**src/rtl/krnl_proj_split_hls_deadlock_report.sv**
```systemverilog
// Persistence filter on the dataflow monitor's block output for krnl_proj_split.
// Declares a sticky deadlock with a report pulse, input snapshots and saturating debug counters.
module krnl_proj_split_hls_deadlock_report #(
  parameter int unsigned THRESHOLD = 1024,
  parameter int unsigned CNT_W     = 32,
  parameter int unsigned EVT_W     = 16
) (
  input  logic             clock,
  input  logic             reset,
  input  logic             block,
  input  logic [2:0]       axis_block_sigs,
  input  logic [8:0]       inst_idle_sigs,
  input  logic [4:0]       inst_block_sigs,
  input  logic             clear,
  output logic             deadlock,
  output logic             report,
  output logic [2:0]       snap_axis,
  output logic [8:0]       snap_idle,
  output logic [4:0]       snap_block,
  output logic [CNT_W-1:0] stall_cycles,
  output logic [EVT_W-1:0] event_count
);

  localparam logic [CNT_W-1:0] THR = CNT_W'(THRESHOLD);

  typedef enum logic [1:0] {
    S_IDLE   = 2'd0,
    S_ARMED  = 2'd1,
    S_LOCKED = 2'd2
  } state_t;

  state_t           state_q, state_d;
  logic [CNT_W-1:0] pcnt_q, pcnt_d;
  logic [CNT_W-1:0] pcnt_inc;
  logic             decl;

  logic             deadlock_q, deadlock_d;
  logic             report_q, report_d;
  logic [2:0]       snap_axis_q, snap_axis_d;
  logic [8:0]       snap_idle_q, snap_idle_d;
  logic [4:0]       snap_block_q, snap_block_d;
  logic [CNT_W-1:0] stall_q, stall_d;
  logic [EVT_W-1:0] evt_q, evt_d;
  logic             run_q, run_d;

  function automatic logic [CNT_W-1:0] sat_inc_cnt(input logic [CNT_W-1:0] v);
    return (&v) ? v : v + CNT_W'(1);
  endfunction

  function automatic logic [EVT_W-1:0] sat_inc_evt(input logic [EVT_W-1:0] v);
    return (&v) ? v : v + EVT_W'(1);
  endfunction

  assign pcnt_inc = pcnt_q + CNT_W'(1);

  always_comb begin
    state_d = state_q;
    pcnt_d  = pcnt_q;
    decl    = 1'b0;
    case (state_q)
      S_IDLE: begin
        if (block) begin
          pcnt_d = CNT_W'(1);
          if (THR == CNT_W'(1)) begin
            state_d = S_LOCKED;
            decl    = 1'b1;
          end else begin
            state_d = S_ARMED;
          end
        end
      end
      S_ARMED: begin
        if (block) begin
          pcnt_d = pcnt_inc;
          if (pcnt_inc == THR) begin
            state_d = S_LOCKED;
            decl    = 1'b1;
          end
        end else begin
          pcnt_d  = '0;
          state_d = S_IDLE;
        end
      end
      S_LOCKED: begin
        if (!block) begin
          pcnt_d  = '0;
          state_d = S_IDLE;
        end
      end
      default: begin
        pcnt_d  = '0;
        state_d = S_IDLE;
      end
    endcase
  end

  // Clear zeroes status first; a coincident declaration then overrides it,
  // so the event count restarts at 1 rather than being lost.
  always_comb begin
    deadlock_d   = deadlock_q;
    snap_axis_d  = snap_axis_q;
    snap_idle_d  = snap_idle_q;
    snap_block_d = snap_block_q;
    stall_d      = stall_q;
    evt_d        = evt_q;
    run_d        = run_q;
    report_d     = decl;
    if (clear) begin
      deadlock_d   = 1'b0;
      snap_axis_d  = '0;
      snap_idle_d  = '0;
      snap_block_d = '0;
      stall_d      = '0;
      evt_d        = '0;
      run_d        = 1'b0;
    end else if (state_q == S_LOCKED && block && run_q) begin
      stall_d = sat_inc_cnt(stall_q);
    end
    if (decl) begin
      deadlock_d   = 1'b1;
      snap_axis_d  = axis_block_sigs;
      snap_idle_d  = inst_idle_sigs;
      snap_block_d = inst_block_sigs;
      stall_d      = THR;
      evt_d        = sat_inc_evt(evt_d);
      run_d        = 1'b1;
    end
  end

  always_ff @(posedge clock or posedge reset) begin
    if (reset) begin
      state_q      <= S_IDLE;
      pcnt_q       <= '0;
      deadlock_q   <= 1'b0;
      report_q     <= 1'b0;
      snap_axis_q  <= '0;
      snap_idle_q  <= '0;
      snap_block_q <= '0;
      stall_q      <= '0;
      evt_q        <= '0;
      run_q        <= 1'b0;
    end else begin
      state_q      <= state_d;
      pcnt_q       <= pcnt_d;
      deadlock_q   <= deadlock_d;
      report_q     <= report_d;
      snap_axis_q  <= snap_axis_d;
      snap_idle_q  <= snap_idle_d;
      snap_block_q <= snap_block_d;
      stall_q      <= stall_d;
      evt_q        <= evt_d;
      run_q        <= run_d;
    end
  end

  assign deadlock     = deadlock_q;
  assign report       = report_q;
  assign snap_axis    = snap_axis_q;
  assign snap_idle    = snap_idle_q;
  assign snap_block   = snap_block_q;
  assign stall_cycles = stall_q;
  assign event_count  = evt_q;

endmodule

```
**config.mk**
```make
export PLATFORM = sky130hd
export DESIGN_NAME = krnl_proj_split_hls_deadlock_report
export DESIGN_NICKNAME = d
export VERILOG_FILES = /design/src/rtl/krnl_proj_split_hls_deadlock_report.sv
export SDC_FILE = /design/constraint.sdc
export NUM_CORES = 1
export LEC_CHECK = 0
export CAP_MARGIN = 20
export CORE_MARGIN = 1.5
export CORE_UTILIZATION = 40
export DETAILED_ROUTE_END_ITERATION = 16
export PLACE_DENSITY = 0.71
export SLEW_MARGIN = 40
export SYNTH_ARGS = -nofsm -noshare
export SYNTH_HDL_FRONTEND = slang
export SYNTH_SLANG_ARGS = --single-unit
export TNS_END_PERCENT = 10
```
**constraint.sdc**
```tcl
create_clock -name clock -period 9.7 [get_ports clock]
set_input_delay 2.425 -clock clock [delete_from_list [all_inputs] [get_ports clock]]
set_output_delay 2.425 -clock clock [all_outputs]
set_load 0.01 [all_outputs]
```
**After elaboration in Yosys (flattened, before gate mapping)**

Index checks and enable logic that the tools add are counted.
W data, S select, Z words.

- $add $sub $neg: 3
- Equal/unequal tests: 7
- Reduce and logical (&&, ||, !) cells: 10
- Mux-type cells: 27

Operators by type and width:

| kind | number |
|---|---|
| $mux W32 | 7 |
| $pmux W32 S3 | 1 |
| $add A32 B1 Y32 const B | 2 |
| $mux W16 | 3 |
| $eq A32 B11 Y1 const B | 1 |
| $reduce_and A32 Y1 | 1 |
| $mux W9 | 2 |
| $add A16 B1 Y16 const B | 1 |
| $reduce_and A16 Y1 | 1 |
| $mux W5 | 2 |
| $mux W2 | 4 |
| $mux W3 | 2 |
| $ne A3 B3 Y1 const B | 2 |
| $pmux W2 S3 | 1 |
| $mux W1 | 5 |
| $ne A2 B2 Y1 const B | 2 |
| $reduce_and A2 Y1 | 2 |
| $reduce_and A3 Y1 | 1 |
| $reduce_bool A3 Y1 | 1 |
| $eq A2 B1 Y1 const B | 1 |
| $eq A2 B2 Y1 const B | 1 |
| $logic_and A1 B1 Y1 | 2 |
| $logic_not A2 Y1 | 1 |
| $reduce_bool A2 Y1 | 1 |

- Output and inout bits: 67
- Register bits: 101
- Logic and storage cells: 56
- Input port bits: 21

**Longest topological paths before layout**

- Word-level depth: 7
- Gate-level depth with buffers: 12
- Depth with buffers taken out: 9

**Least setup slack after synthesis**

Ideal clock, no wire load.

- Kind: input port to flip-flop
- Start point: input port clear
- End point: register evt_q[13] (netlist: event_count[13])
- Required time: 9622 ps
- Setup time: 78 ps
- Arrival time: 4371 ps
- Buffers on the path: 1
- Cell stages on the path: 10
- Setup slack: 5251 ps
- Cells stage by stage: clkbuf_1 nor2b_1 ha_1 nand2_1 nor2_1 a31oi_1 and3_1 nand3_1 or4_1 a21oi_1

- Word-level cells in the longest chain between the ends: 4
- Elaborated cells between the ends (all ways): 5
- Those cells by class: add/sub (1); mux (3); reduce/logical (1)

RTL lines:

| element | line | RTL |
|---|---|---|
| start: declaration | 14 | `input logic clear,` |
| $mux W16 (*) | 108 | `if (clear) begin` |
| $add A16 B1 Y16 or $reduce_and A16 Y1 (tied branches) | 51 | `return (&v) ? v : v + EVT_W'(1);` |
| $mux W16 | 51 |  |
| $mux W16 (*) | 119 | `if (decl) begin` |
| via evt_d[13] | 43 | `logic [EVT_W-1:0] evt_q, evt_d;` |
| end signal: assignment | 151 | `evt_q <= evt_d;` |
| end: declaration | 43 |  |

Mark *: on every way through the listed nets, which the timed path passes. The rest lies on a longest branch.
A chain may end at the register's enable or synchronous reset.

**Final worst setup path**

- Start point: input port clear
- End point: register evt_q[15] (netlist: event_count[15])

Same word-level chain as after synthesis.

==> flow_summary.json <==
{
  "drt-pass1-iter-count": 6,
  "max_slew_violation_count": 0,
  "die_height_um": 122.6,
  "yosys_top_cell_area_share_pct": 44.21,
  "leakagePower_nw": 2.799,
  "synthesis.area_um2": 5717,
  "first_global_vias": 4763,
  "cts.repair_timing.setup_buffer_count": 0,
  "synthFlopType": "sky130_fd_sc_hd__dfrtp_1",
  "cts_inserted_buffers": 9,
  "unrepaired_setup_endpoints_after_global_routing": "no",
  "io_buffer_count": 87,
  "holdPathStages": 2,
  "gr-usage-all-layers_pct": 18.78,
  "ys_types": 52,
  "drive_gt1_share_pct": 7.648,
  "cts.hold.buffers_added": 0,
  "via_count": 4920,
  "worstHoldPathType": "reg -> reg",
  "pin_count_of_the_biggest_net_entering_global_routing": 61,
  "max_clock_freq_ghz": 0.1927,
  "setup_viol_count_final": 0,
  "fin_area_um2": 6999,
  "run_status": "finished, final reports clean",
  "timing.hold.worst_endpoint": "pcnt_q[31]",
  "relative_max_transition_margin_pct": 48.47,
  "placement_rows": 43,
  "timing.final.crit_period_ns": 5.189,
  "report.final.hold_viol_count": 0,
  "fin_hold_ws_ns": 0.5228,
  "antenna_cells_inserted": 0,
  "floorplan.core_area_um2": 13930,
  "tns_ns": 0,
  "r2r_setup_slack_ns": 5.56,
  "critical_path.reg2reg.endpoint": "snap_idle[3]",
  "critical_path_arrival_ns": 5.46,
  "placedInstanceArea_um2": 6738,
  "floorplan.initialDensity_pct": 41.03,
  "detailedPlacementHpwl_mm": 9.417,
  "postSynthNetCount": 645,
  "layout.nets": 715,
  "fillerInstances": 1258,
  "synth_top_cell_by_area": "sky130_fd_sc_hd__dfrtp_1",
  "dpl_worst_slack_ns": 4.172,
  "antenna_violations_before_repair": 0,
  "synthesis_to_finish_area_growth_pct": 22.43,
  "gp_routability_congestion": 0.8888,
  "finClkSkew_ns": 0.01305,
  "crit_fanout": 31,
  "synth_enable_flop_cells": 0,
  "syn-mean-instance-area_um2": 9.206,
  "numClockSinks": 101,
  "synthArstFlopShare_pct": 100.0,
  "cts-root-buf": "sky130_fd_sc_hd__clkbuf_16",
  "worst-r2r-cell-count": 9,
  "totalWireLength_mm": 13.66,
  "cts_resized": 0,
  "gr-total-overflow": 0,
  "clkLatencyLatePin_ns": 0.35,
  "critPathRequiredTime_ns": 9.97,
  "critical_path.startpoint_type": "primary input",
  "cts_tree": "built",
  "worst_supply_voltage_drop_on_vdd_uv": 81.53,
  "worstSetupEndpointType": "flip-flop",
  "drt_iter0_drc": 443,
  "synth_cells": 621,
  "hold_start": "pcnt_q[31]",
  "sequential_cell_area_um2": 2527,
  "grt_pass1_wl_mm": 22.77,
  "power.density_cell_area_nw_per_um2": 112.9,
  "cts-root-to-sink-buffers": 2,
  "detail_route.wl_per_cell_um": 15.65,
  "postLayoutCoreUtil_pct": 50.23,
  "criticalPathCategory": "in -> reg",
  "timing.rr.start": "pcnt_q[0]",
  "cts.clk_slew.worst_paths_ns": 0.07,
  "route.detailed.vias_per_inst": 5.636,
  "maxCapViolCount": 0,
  "yosys-top-cells-area": "sky130_fd_sc_hd__dfrtp_1 44%, sky130_fd_sc_hd__nor2_1 4.8%, sky130_fd_sc_hd__mux2_4 4.5%, sky130_fd_sc_hd__xnor2_1 4.1%, sky130_fd_sc_hd__xor2_1 3.5%",
  "htree_num_levels": 3,
  "floorplan.die.width_um": 122.6,
  "multiInputGateArea_um2": 3002,
  "num_io_pins": 88,
  "start_point_of_the_critical_path": "clear",
  "synth.yosys.warnings": 0,
  "synth_seq_area_share_pct": 44.21,
  "drcViolationCount": 0,
  "finalWorstSetupSlack_ns": 4.511,
  "synth-seq-cells": 101,
  "tcrit_tclk_final_pct": 53.50,
  "tightestPinTransition_ns": 0.7659,
  "antenna_left": 0,
  "design.die.area_um2": 15020
}
power by group:
| group | total (mW) | internal (mW) | switching (mW) |
|---|---|---|---|
| Combinational | 0.0392 | 0.0140 | 0.0252 |
| Sequential | 0.425 | 0.422 | 0.00249 |
| Clock | 0.327 | 0.178 | 0.149 |
registers in the layout, summed over array words and instances, names as in the netlist:
name	count
event_count	16
pcnt_q	32
report	1
run_q	1
snap_axis	3
snap_block	5
snap_idle	9
stall_cycles	32
state_q	2
through the flow:
step / std cells / power (mW)
floorplan: 621 / 0.4540
global placement: 859 / 0.4699
detailed placement: 860 / 0.4719
CTS: 873 / 0.7986
global route: 873 / 0.8204
finish: 873 / 0.7906
critical path, cell delays in order:
cell and delay (ns):
sky130_fd_sc_hd__clkdlybuf4s50_1 0.45, sky130_fd_sc_hd__buf_4 0.31, sky130_fd_sc_hd__inv_1 0.24, sky130_fd_sc_hd__and3_1 0.23, sky130_fd_sc_hd__and4_1 0.23, sky130_fd_sc_hd__a31oi_1 0.54, sky130_fd_sc_hd__and3_1 0.36, sky130_fd_sc_hd__nand3_1 0.12
sky130_fd_sc_hd__or4_1 0.40, sky130_fd_sc_hd__a21oi_1 0.14
Yosys cell counts, drive strengths merged, types with 2 or more instances:
cell type	number
o22ai	3
nor4	15
o31ai	15
buf	13
o41ai	3
and3	15
or4	10
clkbuf	20
xnor2	27
nand3	30
a21o	2
nor3	15
a21oi	17
inv	18
xor2	23
o31a	3
nand4	29
nor2	73
o21ai	40
a211oi	4
mux2	19
and2	3
nor4b	2
dfrtp	101
o21a	5
nand2	53
and4	8
mux2i	3
ha	3
a31oi	9
or3	5
or2	4
nor2b	22
per-layer routing:
layer	global-route usage, %	vias to the layer above	routed length (µm)
li1	-	2362	-
met1	24.65	2400	6379
met2	31.04	142	6524
met3	3.020	16	543
met4	7.413	0	215
met5	0	-	0
kinds of logic (layout without fill, tap and decap cells):
family                   after synthesis  in the layout  synth area share (%)
buffers and inverters                 51            123                 3.830
XOR/XNOR                              50             50                 7.660
AO/OA/AOI/OAI                        107            107                 11.69
AND/OR/NAND/NOR                      287            287                 26.57
adder cells (fa/ha/maj)                3              3                0.6567
flip-flops                           101            101                 44.21
multiplexers                          22             22                 5.384
how the worst max path moves through the flow:
stage                           end  slack, ns  depth (start not counted)
floorplan            event_count[0]       4.63                          1
CTS                  event_count[5]       4.53                         10
global placement    event_count[13]       4.24                         10
global route        event_count[15]       4.28                         10
finish              event_count[15]       4.51                         10
detailed placement  event_count[15]       4.17                         10
final cells by class:
type,instances,share of cell area (%)
Tap cell,180,3.218
Clock buffer,12,3.522
Sequential cell,101,36.11
Inverter,18,1.001
Clock inverter,1,0.1251
Timing Repair Buffer,92,13.14
Multi-Input combinational cell,469,42.89
cells in the final DEF, fill, tap and decap left out, drive strengths merged, types with 2 or more instances in the layout:
cell type,count
a211oi,4
nor4,15
nand2,53
dfrtp,101
nor2,73
and2,3
o22ai,3
nand4,29
o31ai,15
o21ai,40
a21o,2
clkdlybuf4s50,87
nor4b,2
and4,8
nor2b,22
clkbuf,12
buf,5
o41ai,3
xnor2,27
a21oi,17
or2,4
a31oi,9
xor2,23
o31a,3
o21a,5
or3,5
mux2i,3
inv,19
or4,10
ha,3
nand3,30
mux2,19
nor3,15
and3,15
Power figures use the tool's default switching activity.
